==> config.mk <==
export PLATFORM = sky130hd
export DESIGN_NAME = ps2_scan_sequencer_flat
export DESIGN_NICKNAME = d
export VERILOG_FILES = /design/src/rtl/ps2_scan_sequencer_if.sv /design/src/rtl/ps2_scan_sequencer.sv /design/src/flat_wrapper.sv
export SDC_FILE = /design/constraint.sdc
export NUM_CORES = 1
export LEC_CHECK = 0
export BUFFER_PORTS_ARGS = -buffer_cell sky130_fd_sc_hd__buf_2
export CORE_ASPECT_RATIO = 0.5
export CORE_MARGIN = 10
export CORE_UTILIZATION = 50
export CTS_BUF_LIST = sky130_fd_sc_hd__clkbuf_4
export DETAILED_ROUTE_END_ITERATION = 6
export GPL_TIMING_DRIVEN = 0
export MAX_ROUTING_LAYER = met4
export PLACE_DENSITY_LB_ADDON = 0.15
export SYNTH_ARGS = -nofsm -noshare
export SYNTH_HDL_FRONTEND = slang
export SYNTH_SLANG_ARGS = --single-unit
==> constraint.sdc <==
create_clock -name clk -period 3.7 [get_ports clk]
set_clock_uncertainty 0.15 [all_clocks]
set_input_delay 0.555 -clock clk [delete_from_list [all_inputs] [get_ports clk]]
set_output_delay 0.555 -clock clk [all_outputs]
set_load 0.03 [all_outputs]
==> src/rtl/ps2_scan_sequencer_if.sv <==
// Receiver-side byte strobe and consumer-side key-event handshake for ps2_scan_sequencer.
// The slave modport is the sequencer and the master modport is its environment.
interface ps2_scan_sequencer_if;
  logic       rx_tick;
  logic [7:0] rx_byte;
  logic       rx_ok;
  logic       rx_en;
  logic       evt_valid;
  logic       evt_ready;
  logic [7:0] evt_code;
  logic       evt_ext;
  logic       evt_break;
  logic [7:0] err_cnt;

  modport slave (
    input  rx_tick, rx_byte, rx_ok, evt_ready,
    output rx_en, evt_valid, evt_code, evt_ext, evt_break, err_cnt
  );

  modport master (
    output rx_tick, rx_byte, rx_ok, evt_ready,
    input  rx_en, evt_valid, evt_code, evt_ext, evt_break, err_cnt
  );
endinterface

==> src/rtl/ps2_scan_sequencer.sv <==
// PS/2 scan-code sequencer: E0/F0 prefix FSM, show-ahead event FIFO, receiver gating, error count.
// Optional PS2_SEQ_TYPEMATIC_FILTER_EN suppresses repeated make events of the held key.
module ps2_scan_sequencer #(
  parameter int unsigned FIFO_DEPTH  = 4,
  parameter int unsigned TIMEOUT_CYC = 50000
) (
  input logic                 clk,
  input logic                 rst,
  ps2_scan_sequencer_if.slave bus
);

  localparam int unsigned PTR_W = (FIFO_DEPTH > 1) ? $clog2(FIFO_DEPTH) : 1;
  localparam int unsigned CNT_W = PTR_W + 1;
  localparam int unsigned TMO_W = (TIMEOUT_CYC > 1) ? $clog2(TIMEOUT_CYC) : 1;
  localparam logic [TMO_W-1:0] TMO_LAST = TMO_W'(TIMEOUT_CYC - 1);
  localparam logic [CNT_W-1:0] CNT_FULL = CNT_W'(FIFO_DEPTH);
  localparam logic [CNT_W-1:0] CNT_HIWM = CNT_W'(FIFO_DEPTH - 1);

  typedef struct packed {
    logic [7:0] code;
    logic       ext;
    logic       brk;
  } evt_t;

  typedef enum logic [1:0] {IDLE, GOT_E0, GOT_F0, GOT_E0F0} state_e;

  state_e           state_q, state_d;
  logic [TMO_W-1:0] tmo_q, tmo_d;
  logic [7:0]       err_q, err_d;
  evt_t             mem_q [FIFO_DEPTH];
  evt_t             mem_d [FIFO_DEPTH];
  logic [PTR_W-1:0] wr_ptr_q, wr_ptr_d, rd_ptr_q, rd_ptr_d;
  logic [CNT_W-1:0] count_q, count_d;
  evt_t             head_q, head_d;
  logic [8:0]       held_q, held_d;
  logic             held_vld_q, held_vld_d;

  logic push_req, push_en, pop, err_inc;
  evt_t push_evt;
  logic is_e0, is_f0;

  assign is_e0 = (bus.rx_byte == 8'hE0);
  assign is_f0 = (bus.rx_byte == 8'hF0);

  // Next-state: prefix FSM, timeout, typematic filter, FIFO bookkeeping and error count
  always_comb begin
    state_d    = state_q;
    tmo_d      = tmo_q;
    push_req   = 1'b0;
    push_evt   = '0;
    err_inc    = 1'b0;
    held_d     = held_q;
    held_vld_d = held_vld_q;

    if (bus.rx_tick) begin
      tmo_d = '0;
      if (!bus.rx_ok) begin
        err_inc = 1'b1;
        state_d = IDLE;
      end else begin
        case (state_q)
          IDLE: begin
            if (is_e0)                                          state_d = GOT_E0;
            else if (is_f0)                                     state_d = GOT_F0;
            else if (bus.rx_byte == 8'h00 || bus.rx_byte == 8'hFF) err_inc = 1'b1;
            else begin
              push_req = 1'b1;
              push_evt = '{code: bus.rx_byte, ext: 1'b0, brk: 1'b0};
            end
          end
          GOT_E0: begin
            if (is_f0)      state_d = GOT_E0F0;
            else if (!is_e0) begin
              push_req = 1'b1;
              push_evt = '{code: bus.rx_byte, ext: 1'b1, brk: 1'b0};
              state_d  = IDLE;
            end
          end
          GOT_F0, GOT_E0F0: begin
            state_d = IDLE;
            if (is_e0 || is_f0) err_inc = 1'b1;
            else begin
              push_req = 1'b1;
              push_evt = '{code: bus.rx_byte, ext: (state_q == GOT_E0F0), brk: 1'b1};
            end
          end
          default: state_d = IDLE;
        endcase
      end
    end else if (state_q != IDLE) begin
      // A stalled prefix is abandoned so the next byte starts a fresh sequence
      if (tmo_q == TMO_LAST) begin
        state_d = IDLE;
        tmo_d   = '0;
        err_inc = 1'b1;
      end else begin
        tmo_d = tmo_q + TMO_W'(1);
      end
    end

`ifdef PS2_SEQ_TYPEMATIC_FILTER_EN
    if (push_req) begin
      if (!push_evt.brk) begin
        if (held_vld_q && held_q == {push_evt.code, push_evt.ext}) begin
          push_req = 1'b0;
        end else begin
          held_d     = {push_evt.code, push_evt.ext};
          held_vld_d = 1'b1;
        end
      end else if (held_vld_q && held_q == {push_evt.code, push_evt.ext}) begin
        held_vld_d = 1'b0;
      end
    end
`endif

    pop     = (count_q != '0) && bus.evt_ready;
    push_en = push_req && ((count_q != CNT_FULL) || pop);
    if (push_req && !push_en) err_inc = 1'b1;

    mem_d = mem_q;
    if (push_en) mem_d[wr_ptr_q] = push_evt;
    wr_ptr_d = push_en ? wr_ptr_q + PTR_W'(1) : wr_ptr_q;
    rd_ptr_d = pop ? rd_ptr_q + PTR_W'(1) : rd_ptr_q;

    count_d = count_q;
    if (push_en && !pop)      count_d = count_q + CNT_W'(1);
    else if (!push_en && pop) count_d = count_q - CNT_W'(1);

    // Head register gives show-ahead output and holds last fields while empty
    head_d = head_q;
    if (count_d != '0) head_d = mem_d[rd_ptr_d];

    err_d = (err_inc && err_q != 8'hFF) ? err_q + 8'd1 : err_q;
  end

  always_ff @(posedge clk or negedge rst) begin
    if (!rst) begin
      state_q    <= IDLE;
      tmo_q      <= '0;
      err_q      <= '0;
      mem_q      <= '{default: '0};
      wr_ptr_q   <= '0;
      rd_ptr_q   <= '0;
      count_q    <= '0;
      head_q     <= '0;
      held_q     <= '0;
      held_vld_q <= 1'b0;
    end else begin
      state_q    <= state_d;
      tmo_q      <= tmo_d;
      err_q      <= err_d;
      mem_q      <= mem_d;
      wr_ptr_q   <= wr_ptr_d;
      rd_ptr_q   <= rd_ptr_d;
      count_q    <= count_d;
      head_q     <= head_d;
      held_q     <= held_d;
      held_vld_q <= held_vld_d;
    end
  end

  // One slot stays free for a frame the receiver may already be shifting in
  assign bus.rx_en     = (count_q < CNT_HIWM);
  assign bus.evt_valid = (count_q != '0);
  assign bus.evt_code  = head_q.code;
  assign bus.evt_ext   = head_q.ext;
  assign bus.evt_break = head_q.brk;
  assign bus.err_cnt   = err_q;

endmodule

==> src/flat_wrapper.sv <==
// flat-port wrapper written by rule: the top's interface ports become plain ports
module ps2_scan_sequencer_flat 
#(
  parameter int unsigned FIFO_DEPTH  = 4,
  parameter int unsigned TIMEOUT_CYC = 50000
)
  (clk, rst, bus_rx_tick, bus_rx_byte, bus_rx_ok, bus_evt_ready, bus_rx_en, bus_evt_valid, bus_evt_code, bus_evt_ext, bus_evt_break, bus_err_cnt);
  ps2_scan_sequencer_if bus_i ();
  input logic clk;
  input logic rst;
  input wire logic [$bits(bus_i.rx_tick)-1:0] bus_rx_tick;
  input wire logic [$bits(bus_i.rx_byte)-1:0] bus_rx_byte;
  input wire logic [$bits(bus_i.rx_ok)-1:0] bus_rx_ok;
  input wire logic [$bits(bus_i.evt_ready)-1:0] bus_evt_ready;
  output wire logic [$bits(bus_i.rx_en)-1:0] bus_rx_en;
  output wire logic [$bits(bus_i.evt_valid)-1:0] bus_evt_valid;
  output wire logic [$bits(bus_i.evt_code)-1:0] bus_evt_code;
  output wire logic [$bits(bus_i.evt_ext)-1:0] bus_evt_ext;
  output wire logic [$bits(bus_i.evt_break)-1:0] bus_evt_break;
  output wire logic [$bits(bus_i.err_cnt)-1:0] bus_err_cnt;
  assign bus_i.rx_tick = bus_rx_tick;
  assign bus_i.rx_byte = bus_rx_byte;
  assign bus_i.rx_ok = bus_rx_ok;
  assign bus_i.evt_ready = bus_evt_ready;
  assign bus_rx_en = bus_i.rx_en;
  assign bus_evt_valid = bus_i.evt_valid;
  assign bus_evt_code = bus_i.evt_code;
  assign bus_evt_ext = bus_i.evt_ext;
  assign bus_evt_break = bus_i.evt_break;
  assign bus_err_cnt = bus_i.err_cnt;
  ps2_scan_sequencer #(.FIFO_DEPTH(FIFO_DEPTH), .TIMEOUT_CYC(TIMEOUT_CYC)) u_core (.clk(clk), .rst(rst), .bus(bus_i));
endmodule
==> impl_metrics.env, run 1 <==
export IMPL_synth_edf_count=0
export IMPL_min_period_ns=3.175
export IMPL_yosysWarnings=0
export IMPL_avgViaCountPerCell=5.937
export IMPL_clockBufferDepth=2
export IMPL_max_cap_viol_count=0
export IMPL_cp_startpoint="bus_rx_byte[5]"
export IMPL_worst_pin_slew_ns=0.7365
export IMPL_die_w_um=150.8
export IMPL_ys_seq_area_share_pct=48.58
export IMPL_start_util_pct=52.31
export IMPL_ioPinCount=33
export IMPL_setup_tns_ns=0
export IMPL_cp_arrival_ns=3.36
export IMPL_synth_nets=430
export IMPL_yosysUniqueCellTypes=59
export IMPL_antenna_left=0
export IMPL_min_period_over_period_pct=85.80
export IMPL_fin_nets=475
export IMPL_hold_path_class="input port to register"
export IMPL_relSlewSlack_pct=50.68
export IMPL_power_mw=3.666
export IMPL_grt_max_degree=52
export IMPL_synth_commonest_cells="dfrtp_1, nand2_1, mux2_2"
export IMPL_hold_buffers=1
export IMPL_power_density_mw_per_mm2=772.3
export IMPL_cp_end_kind="register"
export IMPL_die_area_mm2=0.01287
export IMPL_grt_pass1_wl_mm=17.05
export IMPL_synth_top_area_share_pct=48.58
export IMPL_synth_seq_cells=83
export IMPL_slew_violations=0
export IMPL_firstDrtPassIters=7
export IMPL_routabilityCongestion=0.8869
export IMPL_area_growth_pct=11.03
export IMPL_r2r_start="u_core.state_q[1]"
export IMPL_coreArea_mm2=0.008173
export IMPL_setup_viol=0
export IMPL_required_ns=3.88
export IMPL_crit_type="input port to register"
export IMPL_dp_hpwl_mm=7.452
export IMPL_rows=23
export IMPL_fillers=732
export IMPL_via_count=3384
export IMPL_antennaDiodeCount=0
export IMPL_htree_levels=3
export IMPL_cts_buffers=9
export IMPL_grt_pass1_vias=3447
export IMPL_yosysTopAreaCell="dfrtp_1"
export IMPL_async_flop_share_pct=100.0
export IMPL_path_clk_slew_ns=0.13
export IMPL_grt_total_usage_pct=16.96
export IMPL_dr_first_iter_drc_count=243
export IMPL_wirelength_mm=10.20
export IMPL_final_hold_violation_count=0
export IMPL_synth_flop_cell="dfrtp_1"
export IMPL_synth_area_per_cell_um2=10.48
export IMPL_overflow=0
export IMPL_yosysMostFrequentCell="dfrtp_1"
export IMPL_routedWlPerCell_um=17.90
export IMPL_port_buffers=32
export IMPL_clock_latency_ns=0.43
export IMPL_tritoncts="built"
export IMPL_ys_top_cells_by_area="dfrtp_1, mux2_2, nand2_1, xor2_1, o21ai_0"
export IMPL_peakVddDrop_mv=0.4520
export IMPL_leakage_nw=2.130
export IMPL_rsz0062_at_grt="no"
export IMPL_synthCells=408
export IMPL_fmax_mhz=315.0
export IMPL_drc_errors=0
export IMPL_hp_start="bus_rx_byte[3]"
export IMPL_path_max_fanout=8
export IMPL_antenna_found_initial=0
export IMPL_cts_resized=0
export IMPL_die_y_um=85.39
export IMPL_drive_gt1_share_pct=22.05
export IMPL_cts_root_buf="clkbuf_4"
export IMPL_post_cts_setup_buffers=0
export IMPL_clkSinkCount=83
export IMPL_worst_setup_path_start_kind="input port"
export IMPL_synth_area_mm2=0.004275
export IMPL_status="finished clean"
-- cell type report --
| type | count | area, µm² | share of cell area (%) |
|---|---|---|---|
| clock inverter | 6 | 56.30 | 1.186 |
| sequential | 83 | 2077 | 43.75 |
| clock buffer | 10 | 75.07 | 1.581 |
| tap | 112 | 140.1 | 2.952 |
| multi-input combinational | 295 | 2047 | 43.12 |
| buffer | 17 | 102.6 | 2.161 |
| inverter | 13 | 48.80 | 1.028 |
| timing repair buffer | 34 | 200.2 | 4.217 |
-- metrics by stage --
step	std cells	util (%)	hold slack, ns	area, µm²	worst slack (ns)
2_1_floorplan	408	-	0.1094	4275	0.8999
3_3_place_gp	552	55.99	0.3169	4576	0.1835
3_5_place_dp	553	56.35	0.3210	4606	0.2113
4_1_cts	570	58.08	0.2905	4747	0.5633
5_1_grt	570	58.08	0.3035	4747	0.3509
6_report	570	58.08	0.3260	4747	0.5255
-- where the power goes --
| part | switching [mW] | total [mW] | internal, mW |
|---|---|---|---|
| clock network | 0.306 | 0.514 | 0.208 |
| logic | 1.03 | 1.77 | 0.746 |
| registers | 0.171 | 1.38 | 1.21 |
| total | 1.51 | 3.67 | 2.16 |
-- path summary, 6_finish.rpt --
path                                     endpoint  slack [ns]  cells after the start
max in group asynchronous         u_core.mem_q[8]        2.34                      3
min in group asynchronous        u_core.tmo_q[10]        0.44                      2
min reg2reg                      u_core.mem_q[20]        0.35                      2
max reg2reg                u_core.bus.evt_code[0]        0.57                      8
max                        u_core.bus.evt_code[0]        0.53                      8
min                               u_core.mem_q[5]        0.33                      3
-- layer usage --
layer	global-route usage, %	wire length (µm)
met1	21.09	4825
met2	26.25	4645
met5	-	0
met3	5.456	632
met4	4.170	98
-- sequential cells by signal (all words and copies together), names as in the netlist --
register              cells
u_core.bus.evt_code       8
u_core.mem_q             40
u_core.count_q            3
u_core.bus.evt_break      1
u_core.bus.evt_ext        1
u_core.rd_ptr_q           2
u_core.state_q            2
u_core.tmo_q             16
u_core.wr_ptr_q           2
u_core.bus.err_cnt        8
-- layout by cell type, fill, tap and decap left out, types with 4 or more instances in the layout --
cell	synthesis	final
nor3_1	7	7
nand2_1	50	50
a21oi_1	7	7
o32ai_1	4	4
nor4_1	4	4
nand4_1	6	6
a31oi_1	11	11
dfrtp_1	83	83
nor2_1	25	25
and3_1	9	9
ha_1	9	9
clkbuf_1	11	11
clkbuf_4	0	10
o22a_1	4	4
xnor2_1	7	7
mux2i_1	6	6
mux2_2	32	32
o221a_2	4	4
o21ai_0	26	26
xor2_1	16	16
inv_1	13	13
o211ai_1	8	8
buf_2	1	32
nand3_1	17	17
-- logic make-up after synthesis --
logic type,synth area share [%]
adder cells (fa/ha/maj),2.634
flip-flops,48.58
buffers and inverters,3.541
AND/OR/NAND/NOR,15.31
multiplexers,9.833
AO/OA/AOI/OAI,15.39
XOR/XNOR,4.712
-- worst max-delay path, cell delays in order --
cell and delay (ns):
buf_2 0.15, nor4_1 0.66, a21oi_1 0.26, o211ai_1 0.67
mux2_2 0.44, o22a_1 0.23, o221a_2 0.13, mux2_2 0.25
No activity file was read; power rests on OpenSTA's default activity.
==> run 2, diff against run 1 <==
--- a/config.mk
+++ b/config.mk
@@ -6,6 +6,7 @@
 export NUM_CORES = 1
 export LEC_CHECK = 0
 export BUFFER_PORTS_ARGS = -buffer_cell sky130_fd_sc_hd__buf_2
+export CAP_MARGIN = 30
 export CORE_ASPECT_RATIO = 0.5
 export CORE_MARGIN = 10
 export CORE_UTILIZATION = 50
==> constraint.sdc (replaced) <==
create_clock -name clk -period 4 [get_ports clk]
set_clock_uncertainty 0.15 [all_clocks]
set_input_delay 0.6 -clock clk [delete_from_list [all_inputs] [get_ports clk]]
set_output_delay 0.6 -clock clk [all_outputs]
set_load 0.03 [all_outputs]
==> run 2 against run 1 <==
Effect of this change: sequential share of layout area did not move; design area did not move; largest cell class unchanged; core utilization unchanged; clock power is 7.4% lower; worst setup slack better by 0.26 ns; first-iteration DRC count unchanged; worst hold slack better by 0.023 ns; sequential cell count unchanged; sequential power is 8% lower; via count unchanged; register-to-register slack improved by 0.30 ns.
==> impl_metrics.env, run 2 (synthesis results as in run 1) <==
export IMPL_min_period_over_period_pct=80.49
export IMPL_cts_buffers=9
export IMPL_grt_total_usage_pct=16.96
export IMPL_fmax_mhz=310.6
export IMPL_area_growth_pct=11.03
export IMPL_antenna_left=0
export IMPL_hold_path_class="register to register"
export IMPL_cts_root_buf="clkbuf_4"
export IMPL_use_met3_pct=5.456
export IMPL_avgViaCountPerCell=5.937
export IMPL_clock_latency_ns=0.43
export IMPL_rsz0062_at_grt="no"
export IMPL_dr_first_iter_drc_count=243
export IMPL_biggestRegsByFlops="u_core.mem_q x40, u_core.tmo_q x16"
export IMPL_max_cap_viol_count=0
export IMPL_setup_tns_ns=0
export IMPL_drc_errors=0
export IMPL_via_count=3384
export IMPL_largest_reg_flops=40
export IMPL_path_max_fanout=8
export IMPL_fillers=732
export IMPL_final_hold_violation_count=0
export IMPL_dp_hpwl_mm=7.452
export IMPL_power_density_mw_per_mm2=714.4
export IMPL_antennaDiodeCount=0
export IMPL_grt_max_degree=52
export IMPL_coreArea_mm2=0.008173
export IMPL_mostFrequentLayoutCell="dfrtp_1"
export IMPL_cts_resized=0
export IMPL_routabilityCongestion=0.8869
export IMPL_die_w_um=150.8
export IMPL_antenna_found_initial=0
export IMPL_grt_pass1_vias=3447
export IMPL_die_area_mm2=0.01287
export IMPL_tritoncts="built"
export IMPL_crit_type="input port to register"
export IMPL_worst_pin_slew_ns=0.7365
export IMPL_drive_gt1_share_pct=22.05
export IMPL_htree_levels=3
export IMPL_start_util_pct=52.31
export IMPL_post_cts_setup_buffers=0
export IMPL_required_ns=4.18
export IMPL_layout_common_cells="dfrtp_1, nand2_1, buf_2, mux2_2, o21ai_0"
export IMPL_fin_util_pct=58.08
export IMPL_overflow=0
export IMPL_cp_end_kind="register"
export IMPL_clkSinkCount=83
export IMPL_multi_input_area_mm2=0.002047
export IMPL_met1_usage_pct=21.09
export IMPL_port_buffers=32
export IMPL_slew_violations=0
export IMPL_status="finished clean"
export IMPL_path_clk_slew_ns=0.13
export IMPL_clockBufferDepth=2
export IMPL_top_usage_layer="met2"
export IMPL_leakage_nw=2.130
export IMPL_ioPinCount=33
export IMPL_grt_pass1_wl_mm=17.05
export IMPL_die_y_um=85.39
export IMPL_largest_register="u_core.mem_q"
export IMPL_min_period_ns=3.220
export IMPL_routedWlPerCell_um=17.90
export IMPL_regArea_mm2=0.002077
export IMPL_setup_viol=0
export IMPL_worst_setup_path_start_kind="input port"
export IMPL_relSlewSlack_pct=50.68
export IMPL_wirelength_mm=10.20
export IMPL_cp_arrival_ns=3.40
export IMPL_firstDrtPassIters=7
export IMPL_fin_nets=475
export IMPL_rows=23
export IMPL_peakVddDrop_mv=0.4181
export IMPL_met2_usage_pct=26.25
export IMPL_hold_buffers=1
-- run 2: cell counts in the layout (fill, tap and decap cells not counted) --
No cell type changed its count.
-- run 2: metal layers --
metal	vias to the layer above	share of wire (%)
li1	1581	-
met1	1677	47
met2	108	46
met3	18	6.2
met4	0	0.96
met5	-	0
-- run 2: final cells by class --
class                           count  area share (%)
Sequential cell                    83           43.75
Multi-Input combinational cell    295           43.12
Timing Repair Buffer               34           4.217
Tap cell                          112           2.952
Buffer                             17           2.161
Clock buffer                       10           1.581
Clock inverter                      6           1.186
Inverter                           13           1.028
-- run 2: final timing paths --
check	from	to	slack [ns]	cells past startpoint
worst max-delay path	bus_rx_byte[5]	u_core.bus.evt_code[0]	0.78	8
worst min-delay path	u_core.mem_q[20]	u_core.mem_q[20]	0.35	2
worst max register to register	u_core.state_q[1]	u_core.bus.evt_code[0]	0.87	8
worst min register to register	u_core.mem_q[20]	u_core.mem_q[20]	0.35	2
max in group asynchronous	rst	u_core.mem_q[8]	2.60	3
min in group asynchronous	rst	u_core.tmo_q[10]	0.48	2
-- run 2: through the flow --
stage                     std cells  total power [mW]  hold slack [ns]  cell area [µm²]  worst slack, ns
after detailed placement        553             2.914           0.3210             4606           0.4663
after global placement          552             2.848           0.3169             4576           0.4385
after CTS                       570             3.397           0.3355             4747           0.8633
after floorplan                 408             2.478           0.1544             4275            1.155
after global routing            570             3.645           0.3485             4747           0.6059
final                           570             3.391           0.3494             4747           0.7805
-- run 2: worst max-delay path, stage by stage --
cell and delay, ns:
buf_2 0.15, nor4_1 0.66, a21oi_1 0.26, o211ai_1 0.67, mux2_2 0.44, o22a_1 0.23
o221a_2 0.13, mux2_2 0.25
-- run 2: report_power, final --
| part | internal, mW | switching [mW] |
|---|---|---|
| logic | 0.690 | 0.951 |
| clock network | 0.193 | 0.283 |
| registers | 1.12 | 0.158 |
